$ cat src/rtl/bus_arbiter_mux_if.sv
// rtl/bus_arbiter_mux_if.sv - handshake bundle between channel sources, arbiter and consumer
//
// Purpose: groups the N:1 arbiter's data/handshake signals into one port.
// Macro:   ARB_LOCK_EN adds the burst-ownership 'lock' signal.
// Signals:
//   in_data   [CHANNELS*WIDTH] channel i word at [i*WIDTH +: WIDTH]
//   in_valid  [CHANNELS]       channel i offers a word
//   in_ready  [CHANNELS]       channel i word accepted this cycle
//   rr_mode                    0 = fixed priority, 1 = round-robin
//   out_data  [WIDTH]          registered selected word
//   out_valid                  out_data holds an unconsumed word
//   out_ready                  consumer accepts out_data
//   out_sel   [SEL_W]          channel that sourced out_data
//   lock                       (ARB_LOCK_EN only) hold grant on out_sel
// Modports: master = sources/consumer side, slave = arbiter side.
interface bus_arbiter_mux_if #(
    parameter int WIDTH    = 9,
    parameter int CHANNELS = 4,
    parameter int SEL_W    = 2
);
    logic [CHANNELS*WIDTH-1:0] in_data;
    logic [CHANNELS-1:0]       in_valid;
    logic [CHANNELS-1:0]       in_ready;
    logic                      rr_mode;
    logic [WIDTH-1:0]          out_data;
    logic                      out_valid;
    logic                      out_ready;
    logic [SEL_W-1:0]          out_sel;
`ifdef ARB_LOCK_EN
    logic                      lock;

    modport master (
        output in_data, in_valid, rr_mode, out_ready, lock,
        input  in_ready, out_data, out_valid, out_sel
    );

    modport slave (
        input  in_data, in_valid, rr_mode, out_ready, lock,
        output in_ready, out_data, out_valid, out_sel
    );
`else
    modport master (
        output in_data, in_valid, rr_mode, out_ready,
        input  in_ready, out_data, out_valid, out_sel
    );

    modport slave (
        input  in_data, in_valid, rr_mode, out_ready,
        output in_ready, out_data, out_valid, out_sel
    );
`endif
endinterface

$ cat src/rtl/bus_arbiter_mux.sv
// rtl/bus_arbiter_mux.sv - N:1 arbitrated bus multiplexer with registered output
//
// Purpose: picks one valid channel per cycle (fixed priority or round-robin)
//          and holds its word in an output register until the consumer takes it.
// Macro:   ARB_LOCK_EN - adds 'lock' for burst ownership of the current out_sel.
// Ports:
//   clk  - system clock, rising edge
//   rst  - asynchronous reset, active high
//   bus  - bus_arbiter_mux_if.slave (in_data/in_valid/in_ready, rr_mode,
//          out_data/out_valid/out_ready/out_sel, lock when ARB_LOCK_EN)
module bus_arbiter_mux #(
    parameter int WIDTH    = 9,
    parameter int CHANNELS = 4,
    parameter int SEL_W    = 2
) (
    input  logic                 clk,
    input  logic                 rst,
    bus_arbiter_mux_if.slave     bus
);

    generate
        if (CHANNELS < 2 || CHANNELS > 16 || SEL_W != $clog2(CHANNELS)) begin : g_param_check
            $error("bus_arbiter_mux: illegal CHANNELS/SEL_W combination");
        end
    endgenerate

    logic [WIDTH-1:0]    r_out_data;
    logic                r_out_valid;
    logic [SEL_W-1:0]    r_out_sel;
    logic [SEL_W-1:0]    r_rr_ptr;

    logic                w_load_en;
    logic                w_locked;
    logic                w_grant_vld;
    logic [SEL_W-1:0]    w_grant_idx;
    logic [WIDTH-1:0]    w_grant_data;
    logic [SEL_W-1:0]    w_next_ptr;
    logic [CHANNELS-1:0] w_in_ready;
    logic                w_xfer;

    // The register can take a new word when it is empty or being drained
    // this very cycle, which gives back-to-back transfers with no bubble.
    assign w_load_en = !r_out_valid | bus.out_ready;

`ifdef ARB_LOCK_EN
    // Lock only means something while a word from the owning channel is held.
    assign w_locked = bus.lock & r_out_valid;
`else
    assign w_locked = 1'b0;
`endif

    // Search starts at rr_ptr in round-robin mode and at 0 in fixed-priority
    // mode; the first valid channel found, with wrap, wins.
    always_comb begin
        int base;
        int idx;
        w_grant_vld = 1'b0;
        w_grant_idx = '0;
        base        = bus.rr_mode ? int'(r_rr_ptr) : 0;
        for (int k = 0; k < CHANNELS; k++) begin
            idx = base + k;
            if (idx >= CHANNELS) begin
                idx = idx - CHANNELS;
            end
            if (!w_grant_vld && bus.in_valid[idx]) begin
                w_grant_vld = 1'b1;
                w_grant_idx = SEL_W'(idx);
            end
        end
        // Burst owner keeps the bus even when it has nothing to send.
        if (w_locked) begin
            w_grant_vld = bus.in_valid[r_out_sel];
            w_grant_idx = r_out_sel;
        end
    end

    always_comb begin
        w_grant_data = '0;
        for (int i = 0; i < CHANNELS; i++) begin
            if (i == int'(w_grant_idx)) begin
                w_grant_data = bus.in_data[i*WIDTH +: WIDTH];
            end
        end
    end

    assign w_next_ptr = (int'(w_grant_idx) == CHANNELS - 1) ? '0 : w_grant_idx + 1'b1;

    assign w_xfer = w_load_en & w_grant_vld;

    // Reset gates in_ready combinationally so no handshake completes while rst=1.
    always_comb begin
        w_in_ready = '0;
        if (!rst && w_xfer) begin
            w_in_ready[w_grant_idx] = 1'b1;
        end
    end

    always_ff @(posedge clk or posedge rst) begin
        if (rst) begin
            r_out_data  <= '0;
            r_out_valid <= 1'b0;
            r_out_sel   <= '0;
            r_rr_ptr    <= '0;
        end else begin
            if (w_xfer) begin
                r_out_data  <= w_grant_data;
                r_out_sel   <= w_grant_idx;
                r_out_valid <= 1'b1;
                // Pointer only moves in round-robin mode and never within a locked burst.
                if (bus.rr_mode && !w_locked) begin
                    r_rr_ptr <= w_next_ptr;
                end
            end else if (r_out_valid && bus.out_ready) begin
                r_out_valid <= 1'b0;
            end
        end
    end

    assign bus.in_ready  = w_in_ready;
    assign bus.out_data  = r_out_data;
    assign bus.out_valid = r_out_valid;
    assign bus.out_sel   = r_out_sel;

endmodule

$ cat src/flat_wrapper.sv
// flat-port wrapper written by rule: the top's interface ports become plain ports
module bus_arbiter_mux_flat 
#(
    parameter int WIDTH    = 9,
    parameter int CHANNELS = 4,
    parameter int SEL_W    = 2
)
  (clk, rst, bus_in_data, bus_in_valid, bus_rr_mode, bus_out_ready, bus_in_ready, bus_out_data, bus_out_valid, bus_out_sel);
  bus_arbiter_mux_if #(.WIDTH(WIDTH), .CHANNELS(CHANNELS), .SEL_W(SEL_W)) bus_i ();
  input  logic clk;
  input  logic rst;
  input wire logic [$bits(bus_i.in_data)-1:0] bus_in_data;
  input wire logic [$bits(bus_i.in_valid)-1:0] bus_in_valid;
  input wire logic [$bits(bus_i.rr_mode)-1:0] bus_rr_mode;
  input wire logic [$bits(bus_i.out_ready)-1:0] bus_out_ready;
  output wire logic [$bits(bus_i.in_ready)-1:0] bus_in_ready;
  output wire logic [$bits(bus_i.out_data)-1:0] bus_out_data;
  output wire logic [$bits(bus_i.out_valid)-1:0] bus_out_valid;
  output wire logic [$bits(bus_i.out_sel)-1:0] bus_out_sel;
  assign bus_i.in_data = bus_in_data;
  assign bus_i.in_valid = bus_in_valid;
  assign bus_i.rr_mode = bus_rr_mode;
  assign bus_i.out_ready = bus_out_ready;
  assign bus_in_ready = bus_i.in_ready;
  assign bus_out_data = bus_i.out_data;
  assign bus_out_valid = bus_i.out_valid;
  assign bus_out_sel = bus_i.out_sel;
  bus_arbiter_mux #(.WIDTH(WIDTH), .CHANNELS(CHANNELS), .SEL_W(SEL_W)) u_core (.clk(clk), .rst(rst), .bus(bus_i));
endmodule
$ cat config.mk
export PLATFORM = sky130hd
export DESIGN_NAME = bus_arbiter_mux_flat
export DESIGN_NICKNAME = d
export VERILOG_FILES = /design/src/rtl/bus_arbiter_mux_if.sv /design/src/rtl/bus_arbiter_mux.sv /design/src/flat_wrapper.sv
export SDC_FILE = /design/constraint.sdc
export NUM_CORES = 1
export LEC_CHECK = 0
export ABC_AREA = 0
export CORE_ASPECT_RATIO = 0.75
export CORE_UTILIZATION = 44
export CTS_CLUSTER_SIZE = 10
export DETAILED_ROUTE_END_ITERATION = 7
export PLACE_DENSITY = 0.92
export SYNTH_ARGS = -nofsm -noshare
export SYNTH_HDL_FRONTEND = slang
export SYNTH_SLANG_ARGS = --single-unit
$ cat constraint.sdc
create_clock -name clk -period 6.3 [get_ports clk]
set_clock_uncertainty 0.15 [all_clocks]
set_input_delay 1.26 -clock clk [delete_from_list [all_inputs] [get_ports clk]]
set_output_delay 1.26 -clock clk [all_outputs]
set_load 0.1 [all_outputs]
# After elaboration in Yosys (flattened, before gate mapping)
# Cells that the tools add are included.
# totals
regBits,14
inputBits,44
out_inout_bits,16
wordCells,77
# op_classes
add_sub_neg,8
n_lt_le_gt_ge,10
eq_ne,4
n_mux,35
n_bitwise,2
reduce_logical,14
# op_table
cell,n
32-bit by 4-bit >= comparator with 1-bit output (second input constant),4
32-bit by 4-bit less-than comparator with 1-bit output (second input constant),4
32-bit two-way mux,4
32-bit by 4-bit subtractor with 32-bit output (second input constant),4
32-bit by 3-bit adder with 32-bit output (second input constant),2
9-bit two-way mux,4
32-bit by 2-bit adder with 32-bit output (second input constant),1
1-bit two-way mux,15
2-bit two-way mux,6
1-bit binary-select mux with 2-bit select,4
1-bit logical AND,6
1-bit logical NOT,5
2-bit equality test (first input constant),2
4-bit two-way mux,1
2-bit by 3-bit less-than comparator with 1-bit output (second input constant),1
2-bit by 1-bit adder with 2-bit output (second input constant),1
1-bit demux with 2-bit select,1
1-bit by 2-bit equality test with 1-bit output (first input constant),1
2-bit by 1-bit equality test with 1-bit output (second input constant),1
2-bit by 1-bit >= comparator with 1-bit output (second input constant),1
2-bit logical NOT,1
2-bit AND reduction,1
2-bit nonzero test,1
1-bit bitwise AND,1
1-bit OR,1

# Longest topological paths before layout
# Gate-level depths: netlist of the first run.
# logic_depth
depth_word,21
mapped_depth,16
ltp_nobuf,13

# Worst setup path after synthesis of the first run
# Ideal clock, no wire load.
# synth_timing
path_type,input to output
start,in bus_rr_mode
end,out bus_in_ready[3]
arrival_ns,3.977
required_ns,4.890
path_slack_ns,0.913
cell_stages,11
n_path_buf,3
cell_sequence,clkbuf_2 > and2_1 > a21o_1 > or2_0 > a221oi_2 > o21ai_2 > inv_1 > ha_1 > clkbuf_1 > clkbuf_1 > and3_1
# synth_via
elab_chain_len,21
elab_cells_between_ends,50
classes_between,add/sub (7); order compare (6); mux (28); bitwise (1); reduce/logical (8)
# synth_lines
element,line,text
"start, declared",flat_wrapper.sv:14,input wire logic [$bits(bus_i.rr_mode)-1:0] bus_rr_mode;
2-bit two-way mux (*),bus_arbiter_mux.sv:59,base = bus.rr_mode ? int'(r_rr_ptr) : 0;
branches (longest 14 deep; another with 32-bit by 2-bit adder with 32-bit output),--,
2-bit two-way mux (*),bus_arbiter_mux.sv:65,if (!w_grant_vld && bus.in_valid[idx]) begin
net u_core.w_grant_idx[0],bus_arbiter_mux.sv:35,logic [SEL_W-1:0] w_grant_idx;
2-bit by 3-bit less-than comparator with 1-bit output (implied by the code) / 2-bit by 1-bit >= comparator with 1-bit output (equally long branches),bus_arbiter_mux.sv:94,w_in_ready[w_grant_idx] = 1'b1;
1-bit logical AND (implied by the code),bus_arbiter_mux.sv:94,
1-bit two-way mux (implied by the code),bus_arbiter_mux.sv:94,
1-bit demux with 2-bit select (*),--,
4-bit two-way mux (*),bus_arbiter_mux.sv:93,if (!rst && w_xfer) begin
"end, declared",flat_wrapper.sv:16,output wire logic [$bits(bus_i.in_ready)-1:0] bus_in_ready;
# Mark *: on every way through the listed nets, which the timed path passes. The select of a mux whose other input is x is not followed.

# Final worst setup path of the first run
# layout_timing
start,in bus_rr_mode
end,out bus_in_ready[1]
# Same word-level chain as after synthesis.

==> results of run 1 <==
[stage by stage]
step | setup slack [ps] | hold slack (ps) | area (µm²) | utilization (%) | power, mW
2_1_floorplan | 913 | 586 | 1270 | - | 0.787
3_3_place_gp | 866 | 359 | 1850 | 69.5 | 0.932
3_5_place_dp | 728 | 370 | 1850 | 69.5 | 0.964
4_1_cts | 708 | 382 | 1910 | 71.6 | 1.06
5_1_grt | 377 | 400 | 1910 | 71.6 | 1.12
6_report | 634 | 378 | 1910 | 71.6 | 1.06
[routing by layer]
| metal | track usage [%] | share of wire, % | up-vias |
|---|---|---|---|
| li1 | - | - | 694 |
| met1 | 29.6 | 40 | 692 |
| met2 | 44.3 | 52 | 66 |
| met3 | 5.42 | 5.7 | 12 |
| met4 | 12.5 | 2.1 | 0 |
| met5 | 0 | 0 | - |
[critical path, stage by stage]
cell,delay (ps)
clkdlybuf4s50_1,830
nor2b_1,200
a21o_1,250
or2_0,250
a221oi_2,290
o21ai_2,150
inv_1,120
ha_1,400
and3_1,210
buf_4,280
[power by group through the flow]
stage / registers (mW) / clock network [mW] / logic [mW]
6_report: 0.181 / 0.0882 / 0.790
5_1_grt: 0.188 / 0.0948 / 0.836
4_1_cts: 0.181 / 0.0895 / 0.786
3_5_place_dp: 0.183 / 0 / 0.781
3_3_place_gp: 0.176 / 0 / 0.756
2_1_floorplan: 0.417 / 0 / 0.370
[Yosys cell counts (all sizes together), types with 2 or more instances]
cell,instances,area (µm²)
a221oi,9,85.1
nand2b,4,25.0
or2,3,18.8
nor2b,11,68.8
buf,6,41.3
nand3,2,10.0
inv,8,30.0
o22ai,3,25.0
ha,4,50.1
a22o,2,17.5
a31oi,3,18.8
mux2,3,37.5
clkbuf,7,27.5
dfrtp,14,350
nand3b,2,15.0
nor3,9,56.3
and3,4,25.0
nor2,16,60.1
a21oi,26,141
o21ai,4,23.8
nand2,8,30.0
[registers in the layout, indices dropped and copies added (netlist names)]
name                  count
u_core.bus.out_data       9
u_core.bus.out_sel        2
u_core.r_rr_ptr           2
u_core.bus.out_valid      1
[worst paths after layout]
check | end | slack, ps
setup / recovery | bus_in_ready[1] | 630
hold / removal | u_core.bus.out_data[0] | 380
setup reg to reg | u_core.bus.out_data[5] | 2670
hold reg to reg | u_core.bus.out_data[0] | 380
max in group asynchronous | u_core.bus.out_data[5] | 4310
min in group asynchronous | u_core.bus.out_data[2] | 1260
[cells by family after synthesis]
group	synth area share (%)
mux	2.96
flops	27.7
buf+inv	7.81
compound gates	30.1
fa+ha+maj	3.95
simple gates	27.5
[area by class of cell]
class	instances	share of cell area, %
clock buffer	4	2.89
inverter	8	1.58
multi-input combinational	126	42.9
sequential	14	18.4
tap	36	2.36
timing repair buffer	61	31.9
==> flow_summary_export.csv, run 1 <==
group,metric,value,unit
logic_synthesis,synth-seq-area-share,27.7,%
worst_setup_path,startpoint_type,"primary input",
logic_synthesis,synthesis.yosys.warnings,0,
worst_setup_path,end_kind,"primary output",
placement,dp.cells,245,
global_route,antenna_found_initial,0,
routing,post_drt_via_cell_ratio,5.88,
timing,tightestPinTransition,1010,ps
timing,maxSlewViolCount,0,
timing,totalNegativeSetupSlack,0,ps
global_route,pin_count_of_the_biggest_net_entering_global_routing,20,
global_route,grt_overflow,0,
timing,finalHoldViolCount,0,
worst_setup_path,critical_path.reg2reg.startpoint,"u_core.r_rr_ptr[0]",
logic_synthesis,synthesis.nets,209,
final_layout,num-nets-final,262,
logic_synthesis,postSynth.topFlopCell,"dfrtp_1",
placement,detailedPlacementHpwl,2960,µm
hold_path,min_delay_path_depth,2,
routing,drt_pre_antenna_iters,4,
power,power.ir.vdd_worst,0.248,mV
cts,h-tree-depth,1,
floorplanning,die_x,63.9,µm
timing,setup_viol,0,
worst_setup_path,critPathLaunch,"bus_rr_mode",
final_layout,finish.cell_count_without_fillers,249,
routing,routed_wl,3870,µm
logic_synthesis,synth-seq-cells,14,
routing,ant_nets,0,
cts,tritoncts_num_sinks,14,
power,seq_power_share,17.1,%
logic_synthesis,yosys.cell_types.count,46,
power,switching_power,0.621,mW
placement,gpl.final_weighted_congestion,0.953,
global_route,grt_first_pass_wirelength,6160,µm
power,pwr-share-comb,74.6,%
final_layout,area_growth,50.5,%
worst_setup_path,worst_path_class_setup,"in2out",
cts,cts.path.max_buffers,2,
power,p_leak,0.781,nW
routing,num_vias,1464,
cts,tritoncts_buffers,3,
global_route,first_global_vias,1430,
cts,cts-resized-gates,0,
placement,place.port_buffers,59,
logic_synthesis,synth.avg_cell_area,7.86,µm²
routing,routed_wire_length_per_instance,15.6,µm
logic_synthesis,synthesized_area,1270,µm²
power,internal_pwr_total,0.438,mW
logic_synthesis,synthesis.instances,161,
cts,clock_tree_from_tritoncts,"yes",
floorplanning,row_count,16,
cts,postCtsHoldBufs,0,
hold_path,worstHoldStart,"u_core.bus.out_data[0]",
run_status,run_status,"complete, no violations",
hold_path,hp-class,"reg2reg",
floorplanning,design.core.area,2660,µm²
cts,clk_transition_reported_paths,50,ps
run,cap_viol_max_count,0,
timing,highest_achievable_clock_rate,177,MHz
routing,drt_drc_violations_left,0,
final_layout,area.sequential,350,µm²
cts,cts_post_setup_buffers_inserted,0,
final_layout,leading_cell_type_in_the_layout_fill_and_taps_excluded,"clkdlybuf4s50_1",
timing,slew_headroom,32.6,%
logic_synthesis,async_flop_share,100,%
power,net_switching_fraction_of_the_power,58.6,%
worst_setup_path,path_max_fanout,17,
floorplanning,io_pins,60,
power,power_density,556,nW/µm²
floorplanning,die_h,48.5,µm
worst_setup_path,crit_required,4890,ps
floorplanning,dieArea,3100,µm²
global_route,grtUsageTotal,25.5,%
timing,grt_setup_unrepaired,"no",
worst_setup_path,r2r.worst_path.cells,12,
timing,min_period,5670,ps
routing,drtIter0Drc,93,
cts,clk_root_buffer_cell,"clkbuf_8",
floorplanning,initial_core_util,47.6,%
final_layout,post_route_cells_drive_above_1_share,8.92,%
worst_setup_path,worst_ep_arrival_time,4260,ps
power,clock_power_share,8.3,%
final_layout,antenna-diode-count,0,
logic_synthesis,synth_edf_count,0,
timing,layout_worst_path_cycle_share,89.9,%
final_layout,fill_cell_count,202,
cts,worst_skew_pair.late_latency,250,ps
final_layout,multiInputGateArea,817,µm²
final_layout,layout.cells.most_common_list,"clkdlybuf4s50_1 (55), a21oi_1 (25), nor2_1 (16)",
(Power assumes the default switching activity.)
==> run 2: changes to the inputs <==
CAP_MARGIN = 20   (was not set)
GPL_TIMING_DRIVEN = 1   (was not set)
TNS_END_PERCENT = 1   (was not set)
==> results of run 2 <==
The final DEF is identical to that of run 1; final timing and power are the same.
==> run 3: changes to the inputs <==
PLACE_DENSITY = 0.85   (was 0.92)
==> run 3 against run 2 <==
Net effect: clock-buffer cell count is the same; clock power barely moved; non-clock buffer count is the same; worst hold slack lost 19 ps; wire length is 9.8% lower; die area is the same; critical path depth stayed put; cell count did not move.
==> flow_summary_export.csv, run 3 (synthesis gave the netlist of run 1 again) <==
group,metric,value,unit
floorplanning,design.core.area,2660,µm²
worst_setup_path,critical_path.reg2reg.startpoint,"u_core.r_rr_ptr[0]",
timing,slew_headroom,33.5,%
cts,worst_skew_pair.late_latency,250,ps
placement,placement.cell_area,1850,µm²
placement,detailedPlacementHpwl,2770,µm
final_layout,fill_cell_count,208,
worst_setup_path,worst_path_class_setup,"in2out",
timing,setup_viol,0,
worst_setup_path,worst_path_max_delay_cell,"clkdlybuf4s50_1",
timing,min_period,5640,ps
final_layout,final_design_area_no_fill,1910,µm²
routing,ant_nets,0,
routing,num_vias,1424,
cts,clk_root_buffer_cell,"clkbuf_8",
floorplanning,row_count,16,
placement,detailedPlace.worstSlack,717,ps
power,p_leak,0.782,nW
worst_setup_path,r2r.worst_path.cells,12,
timing,grt_setup_unrepaired,"no",
floorplanning,die_x,63.9,µm
timing,totalNegativeSetupSlack,0,ps
hold_path,hp-class,"reg2reg",
hold_path,worstHoldStart,"u_core.bus.out_sel[1]",
worst_setup_path,worstReg2RegEnd,"u_core.bus.out_data[4]",
timing,highest_achievable_clock_rate,177,MHz
worst_setup_path,path_max_fanout,17,
global_route,first_global_vias,1240,
worst_setup_path,cp_top_family,"buffers and inverters",
routing,post_drt_via_cell_ratio,5.72,
cts,postCtsHoldBufs,0,
final_layout,area_growth,50.5,%
cts,cts_post_setup_buffers_inserted,0,
routing,drt_pre_antenna_iters,4,
power,power.ir.vdd_worst,0.231,mV
power,power_density,556,nW/µm²
final_layout,leading_cell_type_in_the_layout_fill_and_taps_excluded,"clkdlybuf4s50_1",
floorplanning,io_pins,60,
cts,tritoncts_num_sinks,14,
hold_path,min_delay_path_depth,1,
floorplanning,die_h,48.5,µm
cts,h-tree-depth,1,
routing,drt_drc_violations_left,0,
final_layout,antenna-diode-count,0,
final_layout,layout.cells.most_common_list,"clkdlybuf4s50_1 (55), a21oi_1 (25), nor2_1 (16)",
cts,cts.path.max_buffers,2,
global_route,grtUsageTotal,23.6,%
global_route,grt_overflow,0,
worst_setup_path,crit_required,4890,ps
global_route,pin_count_of_the_biggest_net_entering_global_routing,27,
floorplanning,initial_core_util,47.6,%
final_layout,post_route_cells_drive_above_1_share,8.92,%
run,cap_viol_max_count,0,
timing,finalHoldViolCount,0,
cts,clk_transition_reported_paths,60,ps
routing,routed_wire_length_per_instance,14.0,µm
timing,tightestPinTransition,994,ps
timing,postLayoutSetupSlackWorst,662,ps
floorplanning,dieArea,3100,µm²
worst_setup_path,critPathBufInv,3,
timing,maxSlewViolCount,0,
final_layout,postLayoutCoreUtil,71.6,%
worst_setup_path,end_kind,"primary output",
worst_setup_path,crit_chain,"clkdlybuf4s50_1 -> and2_1 -> a21o_1 -> or2_0 -> a221oi_2 -> o21ai_2 -> inv_1 -> ha_1 -> and3_1 -> buf_4",
timing,layout_worst_path_cycle_share,89.5,%
worst_setup_path,crit_cells,10,
global_route,grt_first_pass_wirelength,5620,µm
cts,clock_tree_from_tritoncts,"yes",
global_route,antenna_found_initial,0,
cts,tritoncts_buffers,3,
hold_path,timing.hold.worst_endpoint,"u_core.bus.out_sel[1]",
final_layout,num-nets-final,262,
final_layout,largest_reg_flops,9,
routing,drtIter0Drc,83,
worst_setup_path,worst_ep_arrival_time,4230,ps
worst_setup_path,rrSetupSlack,2660,ps
run_status,run_status,"complete, no violations",
cts,cts-resized-gates,0,
worst_setup_path,critPathMaxStageDelay,690,ps
placement,place.port_buffers,59,
worst_setup_path,startpoint_type,"primary input",
placement,gpl.final_weighted_congestion,0.952,
routing,routed_wl,3500,µm
## run 3: cell counts in the layout (fill, tap and decap cells not counted)
No cell type changed its count.
## run 3: routing by layer
layer | GRT usage [%] | vias up | wire length [µm]
met2 | 36.2 | 67 | 1600
li1 | - | 694 | -
met1 | 34.3 | 661 | 1630
met3 | 4.48 | 2 | 238
met4 | 5.30 | 0 | 22
met5 | 0 | - | 0
## run 3: worst max-delay path by stage
stage | endpoint | slack, ps | start
floorplan | bus_in_ready[3] | 910 | bus_rr_mode
global placement | bus_in_ready[1] | 850 | bus_rr_mode
detailed placement | bus_in_ready[1] | 720 | bus_rr_mode
CTS | bus_in_ready[1] | 710 | bus_rr_mode
global route | bus_in_ready[1] | 460 | bus_rr_mode
finish | bus_in_ready[1] | 660 | bus_rr_mode
## run 3: report_power, final
group          leakage (nW)  total (mW)  switching [mW]  internal (mW)
clock                0.0288      0.0883          0.0329         0.0554
combinational         0.592       0.791           0.539          0.251
sequential            0.161       0.180          0.0471          0.133
total                 0.782        1.06           0.619          0.439
## run 3: final cells by class
cell class / count / area, µm² / share of cell area [%]
sequential: 14 / 350 / 18.4
clock buffer: 4 / 55.1 / 2.89
inverter: 8 / 30.0 / 1.58
timing repair buffer: 61 / 608 / 31.9
multi-input combinational: 126 / 817 / 42.9
tap: 36 / 45.0 / 2.36
## run 3: worst reg2reg max path: stages (launching register included)
cell and delay [ps]:
dfrtp_1 570, or2_2 380, a21oi_1 190, a311o_2 250
a32oi_1 130, a31oi_1 330, inv_1 120, ha_1 340
nor2b_1 470, a221oi_1 150, nor3_1 270, a21oi_1 90
a21oi_1 140
## run 3: through the flow
step           std cells  total power [mW]  hold slack [ps]
2_1_floorplan        161             0.787              586
3_3_place_gp         245             0.950              358
3_5_place_dp         245             0.964              351
4_1_cts              249              1.06              365
5_1_grt              249              1.13              380
6_report             249              1.06              359
==> RTL edit 1: new RTL, settings of run 1 <==
`WIDTH` is set to 9 in 3 places; all go to 7.
--- a/src/rtl/bus_arbiter_mux_if.sv
+++ b/src/rtl/bus_arbiter_mux_if.sv
@@ -15,5 +15,5 @@
 // Modports: master = sources/consumer side, slave = arbiter side.
 interface bus_arbiter_mux_if #(
-    parameter int WIDTH    = 9,
+    parameter int WIDTH    = 7,
     parameter int CHANNELS = 4,
     parameter int SEL_W    = 2
--- a/src/rtl/bus_arbiter_mux.sv
+++ b/src/rtl/bus_arbiter_mux.sv
@@ -10,5 +10,5 @@
 //          out_data/out_valid/out_ready/out_sel, lock when ARB_LOCK_EN)
 module bus_arbiter_mux #(
-    parameter int WIDTH    = 9,
+    parameter int WIDTH    = 7,
     parameter int CHANNELS = 4,
     parameter int SEL_W    = 2
--- a/src/flat_wrapper.sv
+++ b/src/flat_wrapper.sv
@@ -2,5 +2,5 @@
 module bus_arbiter_mux_flat 
 #(
-    parameter int WIDTH    = 9,
+    parameter int WIDTH    = 7,
     parameter int CHANNELS = 4,
     parameter int SEL_W    = 2
Ports: changed (resized bus_in_data and bus_out_data); port bits go from 60 to 50. No check against the original RTL was run, so the function may have changed too.
==> RTL edit 1 against run 1 <==
Worst setup slack gained 13 ps; wire length down 16%; total power shrank 24%; sequential cell count decreased by 2; synthesized area fell by 11%; register-to-register slack better by 30 ps; final area down 15%; critical path type unchanged; critical endpoint is now bus_in_ready[3]; largest cell class unchanged.
==> RTL edit 1: results (changes against run 1) <==
OUTCOME='completed'  # unchanged
DRT_ITER0_DRC=43  # was 93
SYNTH_TOP_CELLS_BY_COUNT='sky130_fd_sc_hd__dfrtp_1, sky130_fd_sc_hd__nand2_1, sky130_fd_sc_hd__nor2b_1'  # was sky130_fd_sc_hd__a21oi_1, sky130_fd_sc_hd__nor2_1, sky130_fd_sc_hd__dfrtp_1
PATH_CLK_SLEW_PS=70  # was 50 ps
FILLER_CELL_COUNT=188  # was 202
CTS-ROOT-BUF='sky130_fd_sc_hd__clkbuf_4'  # was sky130_fd_sc_hd__clkbuf_8
SWITCHING_SHARE_OF_POWER_PCT=56.8  # was 58.6%
PLACE.DETAILED.INSTANCES=193  # was 245
DRIVE_GT1_SHARE_PCT=16.0  # was 8.92%
TIMING.CRITICAL_PATH.FANOUT_MAX=15  # was 17
REG2REG_DEPTH=10  # was 12
GP_CONGESTION=0.790  # was 0.953
SYNTH_TOP_CELLS_BY_AREA='sky130_fd_sc_hd__dfrtp_1, sky130_fd_sc_hd__mux2_2, sky130_fd_sc_hd__mux2_4'  # was sky130_fd_sc_hd__dfrtp_1, sky130_fd_sc_hd__a21oi_1, sky130_fd_sc_hd__a221oi_1
LAYOUT.CELLS.NON_FILLER=196  # was 249
WORST_EP_ARRIVAL_TIME_PS=4240  # was 4260 ps
MAX_SLEW_MARGIN_PCT=34.0  # was 32.6%
WORSTREG2REGEND='u_core.bus.out_data[6]$_DFFE_PP0N_'  # was u_core.bus.out_data[5]$_DFFE_PP0N_
LARGEST_REGISTER_FFS=7  # was 9
GRT_UTIL_ALL_LAYERS_PCT=24.8  # was 25.5%
POST_SYNTH_INST_COUNT=119  # was 161
WIRELENGTH_MM=3.24  # was 3.87 mm
CRIT_END='bus_in_ready[3]'  # was bus_in_ready[1]
DP_WORST_SETUP_SLACK_PS=669  # was 728 ps
FINAL_SETUP_MARGIN_PS=647  # was 634 ps
DPL.HPWL_MM=2.60  # was 2.96 mm
CPPEAKSTAGEDELAY_PS=610  # was 830 ps
GRT_FIRST_PASS_WIRELENGTH_MM=4.98  # was 6.16 mm
NUMPORTBUFFERS=49  # was 59
SYNTH-SEQ-AREA-SHARE_PCT=26.7  # was 27.7%
RTL edit 1: final cells by class:
type,instances,area share [%]
Tap cell,34,2.64
Multi-Input combinational cell,91,45.9
Inverter,7,1.63
Sequential cell,12,18.6
Timing Repair Buffer,49,29.8
Clock buffer,3,1.40
RTL edit 1: kinds of logic (layout without fill, tap and decap cells):
logic type | Yosys count | in the layout | synth area share [%]
simple gates | 42 | 42 | 21.9
compound gates | 29 | 29 | 20.7
mux | 16 | 16 | 18.7
buf+inv | 16 | 59 | 7.67
flops | 12 | 12 | 26.7
fa+ha+maj | 4 | 4 | 4.44
RTL edit 1: how the worst min path moves through the flow:
stage	slack, ps	cells past startpoint	endpoint	start
floorplan	530	3	u_core.bus.out_valid$_DFFE_PP0P_	u_core.r_rr_ptr[0]$_DFFE_PP0P_
global placement	340	1	u_core.bus.out_data[3]$_DFFE_PP0N_	u_core.bus.out_data[3]$_DFFE_PP0N_
detailed placement	350	1	u_core.bus.out_data[3]$_DFFE_PP0N_	u_core.bus.out_data[3]$_DFFE_PP0N_
CTS	370	1	u_core.bus.out_data[0]$_DFFE_PP0N_	u_core.bus.out_data[0]$_DFFE_PP0N_
global route	390	1	u_core.bus.out_data[0]$_DFFE_PP0N_	u_core.bus.out_data[0]$_DFFE_PP0N_
finish	360	1	u_core.bus.out_data[0]$_DFFE_PP0N_	u_core.bus.out_data[0]$_DFFE_PP0N_
RTL edit 1: critical path, delay by kind of cell:
family / cells / cell delay (ps)
buffers and inverters: 3 / 1030
AOI/OAI and AO/OA: 3 / 920
and+or+nand+nor: 2 / 560
adders and majority gates: 1 / 470
RTL edit 1: power by group through the flow:
stage | clock network [mW] | registers, mW | logic [mW]
global route | 0.0529 | 0.155 | 0.638
CTS | 0.0489 | 0.150 | 0.603
detailed placement | 0 | 0.152 | 0.602
finish | 0.0477 | 0.151 | 0.602
global placement | 0 | 0.148 | 0.582
floorplan | 0 | 0.331 | 0.282
RTL edit 1: through the flow:
stage / util [%] / cell area [µm²]
final: 68.1 / 1610
after global routing: 68.1 / 1610
after CTS: 68.1 / 1610
after detailed placement: 67.2 / 1590
after global placement: 67.2 / 1590
after floorplan: - / 1130
RTL edit 1: per-layer routing:
| metal | track usage [%] | routed length [µm] |
|---|---|---|
| met3 | 6.82 | 114 |
| met1 | 30.8 | 1400 |
| met2 | 43.1 | 1670 |
| met5 | 0 | 0 |
| met4 | 5.45 | 52 |
==> RTL edit 2: new RTL, settings of run 1 <==
Made on the original files. Reset style: synchronous (`rst`), changed in one clocked block. Comments in the files are not updated.
--- a/src/rtl/bus_arbiter_mux.sv
+++ b/src/rtl/bus_arbiter_mux.sv
@@ -96,5 +96,5 @@
     end
 
-    always_ff @(posedge clk or posedge rst) begin
+    always_ff @(posedge clk) begin
         if (rst) begin
             r_out_data  <= '0;
Function: differs if rst is asserted again (counterexample within 4 cycles, from zero or initial values and one cycle with rst high); with rst held inactive, the same outputs for 10 cycles.
==> RTL edit 2 against run 1 <==
Non-clock buffer count fell by 1; sequential cell count unchanged; synthesized cell count decreased by 2.5%; worst setup slack got worse by 130 ps; final area fell by 5.3%; via count decreased by 5.5%; wire length is 5.6% lower; synthesized area shrank 6.6%; critical path type unchanged; critical endpoint is now bus_in_ready[2]; largest cell class unchanged; highest routed layer unchanged.
Power is not compared: it rests on default switching activity, and its combinational part moved more than twofold at a synthesized area within 25%.
==> RTL edit 2: results (changes against run 1) <==
GRT_FIRST_PASS_WIRELENGTH_MM=5.46  # was 6.16 mm
CRIT_END='bus_in_ready[2]'  # was bus_in_ready[1]
INVERTERS_EXCL_CLOCK=5  # was 8
SYNTH-SEQ-AREA-SHARE_PCT=23.7  # was 27.7%
GRT_PASS1_VIAS=1229  # was 1430
OUTCOME='completed'  # unchanged
MET2_LENGTH_MM=1.72  # was 2.02 mm
HOLD_WS_PS=355  # was 378 ps
TIMING.HOLD.WORST_ENDPOINT='u_core.bus.out_data[8]$_SDFFE_PP0N_'  # was u_core.bus.out_data[0]$_DFFE_PP0N_
GRT_UTIL_ALL_LAYERS_PCT=26.1  # was 25.5%
DRIVE_GT1_SHARE_PCT=7.77  # was 8.92%
WORST-SLEW-PIN-TRANSITION_PS=1120  # was 1010 ps
SYNTH_NETS=205  # was 209
SYNTH_TOP_CELLS_BY_COUNT='sky130_fd_sc_hd__a21oi_1, sky130_fd_sc_hd__nor2_1, sky130_fd_sc_hd__dfxtp_1'  # was sky130_fd_sc_hd__a21oi_1, sky130_fd_sc_hd__nor2_1, sky130_fd_sc_hd__dfrtp_1
SEQ_AREA_SHARE_PCT=15.5  # was 18.4%
SIGNAL_BUFFERS=60  # was 61
MET1WIRELENGTH_MM=1.52  # was 1.55 mm
MET1_RESOURCE_USE_GR_PCT=31.1  # was 29.6%
WORSTSKEWPAIRLATENCY_PS=280  # was 250 ps
DPL.HPWL_MM=2.73  # was 2.96 mm
GP_CONGESTION=0.867  # was 0.953
GRT_START_MAX_NET_PINS=31  # was 20
REGTOREGSETUPSLACK_PS=2640  # was 2670 ps
NNETSFINAL=255  # was 262
PATH_CLK_SLEW_PS=80  # was 50 ps
FINAL-CLK-CELL-SHARE_PCT=2.01  # was 2.89%
BUFFER_AREA_SHARE_PCT=34.7  # was 31.9%
FINAL_SETUP_MARGIN_PS=502  # was 634 ps
TIMING.CRITICAL_PATH.FANOUT_MAX=19  # was 17
WORST_EP_ARRIVAL_TIME_PS=4390  # was 4260 ps
CRIT-REG2REG-LAUNCH='u_core.r_rr_ptr[0]$_SDFFE_PP0P_'  # was u_core.r_rr_ptr[0]$_DFFE_PP0P_
FRACTION_OF_AREA_IN_MULTI_INPUT_GATES_PCT=44.4  # was 42.9%
MULTI_INPUT_GATES=123  # was 126
WORSTREG2REGEND='u_core.bus.out_data[2]$_SDFFE_PP0N_'  # was u_core.bus.out_data[5]$_DFFE_PP0N_
DRT_ITER0_DRC=85  # was 93
DRT-WIRELENGTH-PER-CELL_UM=15.2  # was 15.6 µm
[RTL edit 2: cell count changes in the layout (fill, tap and decap cells not counted), sizes merged, moves of 6 or more]
cell,change
dfrtp,-14
dfxtp,+14
a211oi,+10
a21oi,-6
[RTL edit 2: kinds of logic (layout without fill, tap and decap cells)]
| group | Yosys count | after routing | synth area share [%] |
|---|---|---|---|
| flops | 14 | 14 | 23.7 |
| fa+ha+maj | 4 | 4 | 4.23 |
| mux | 3 | 3 | 2.54 |
| compound gates | 55 | 55 | 32.4 |
| simple gates | 61 | 61 | 28.6 |
| buf+inv | 20 | 69 | 8.57 |
[RTL edit 2: through the flow]
stage	std cells	instance area [µm²]	power, mW
finish	240	1800	0.541
global route	240	1800	0.574
CTS	240	1800	0.540
detailed placement	236	1770	0.474
global placement	236	1770	0.465
floorplan	157	1180	0.385
[RTL edit 2: worst max-delay path, delay by kind of cell]
kind / cells / cell delay [ps]
simple gates: 3 / 1030
compound gates: 2 / 490
fa+ha+maj: 1 / 520
buf+inv: 3 / 1090
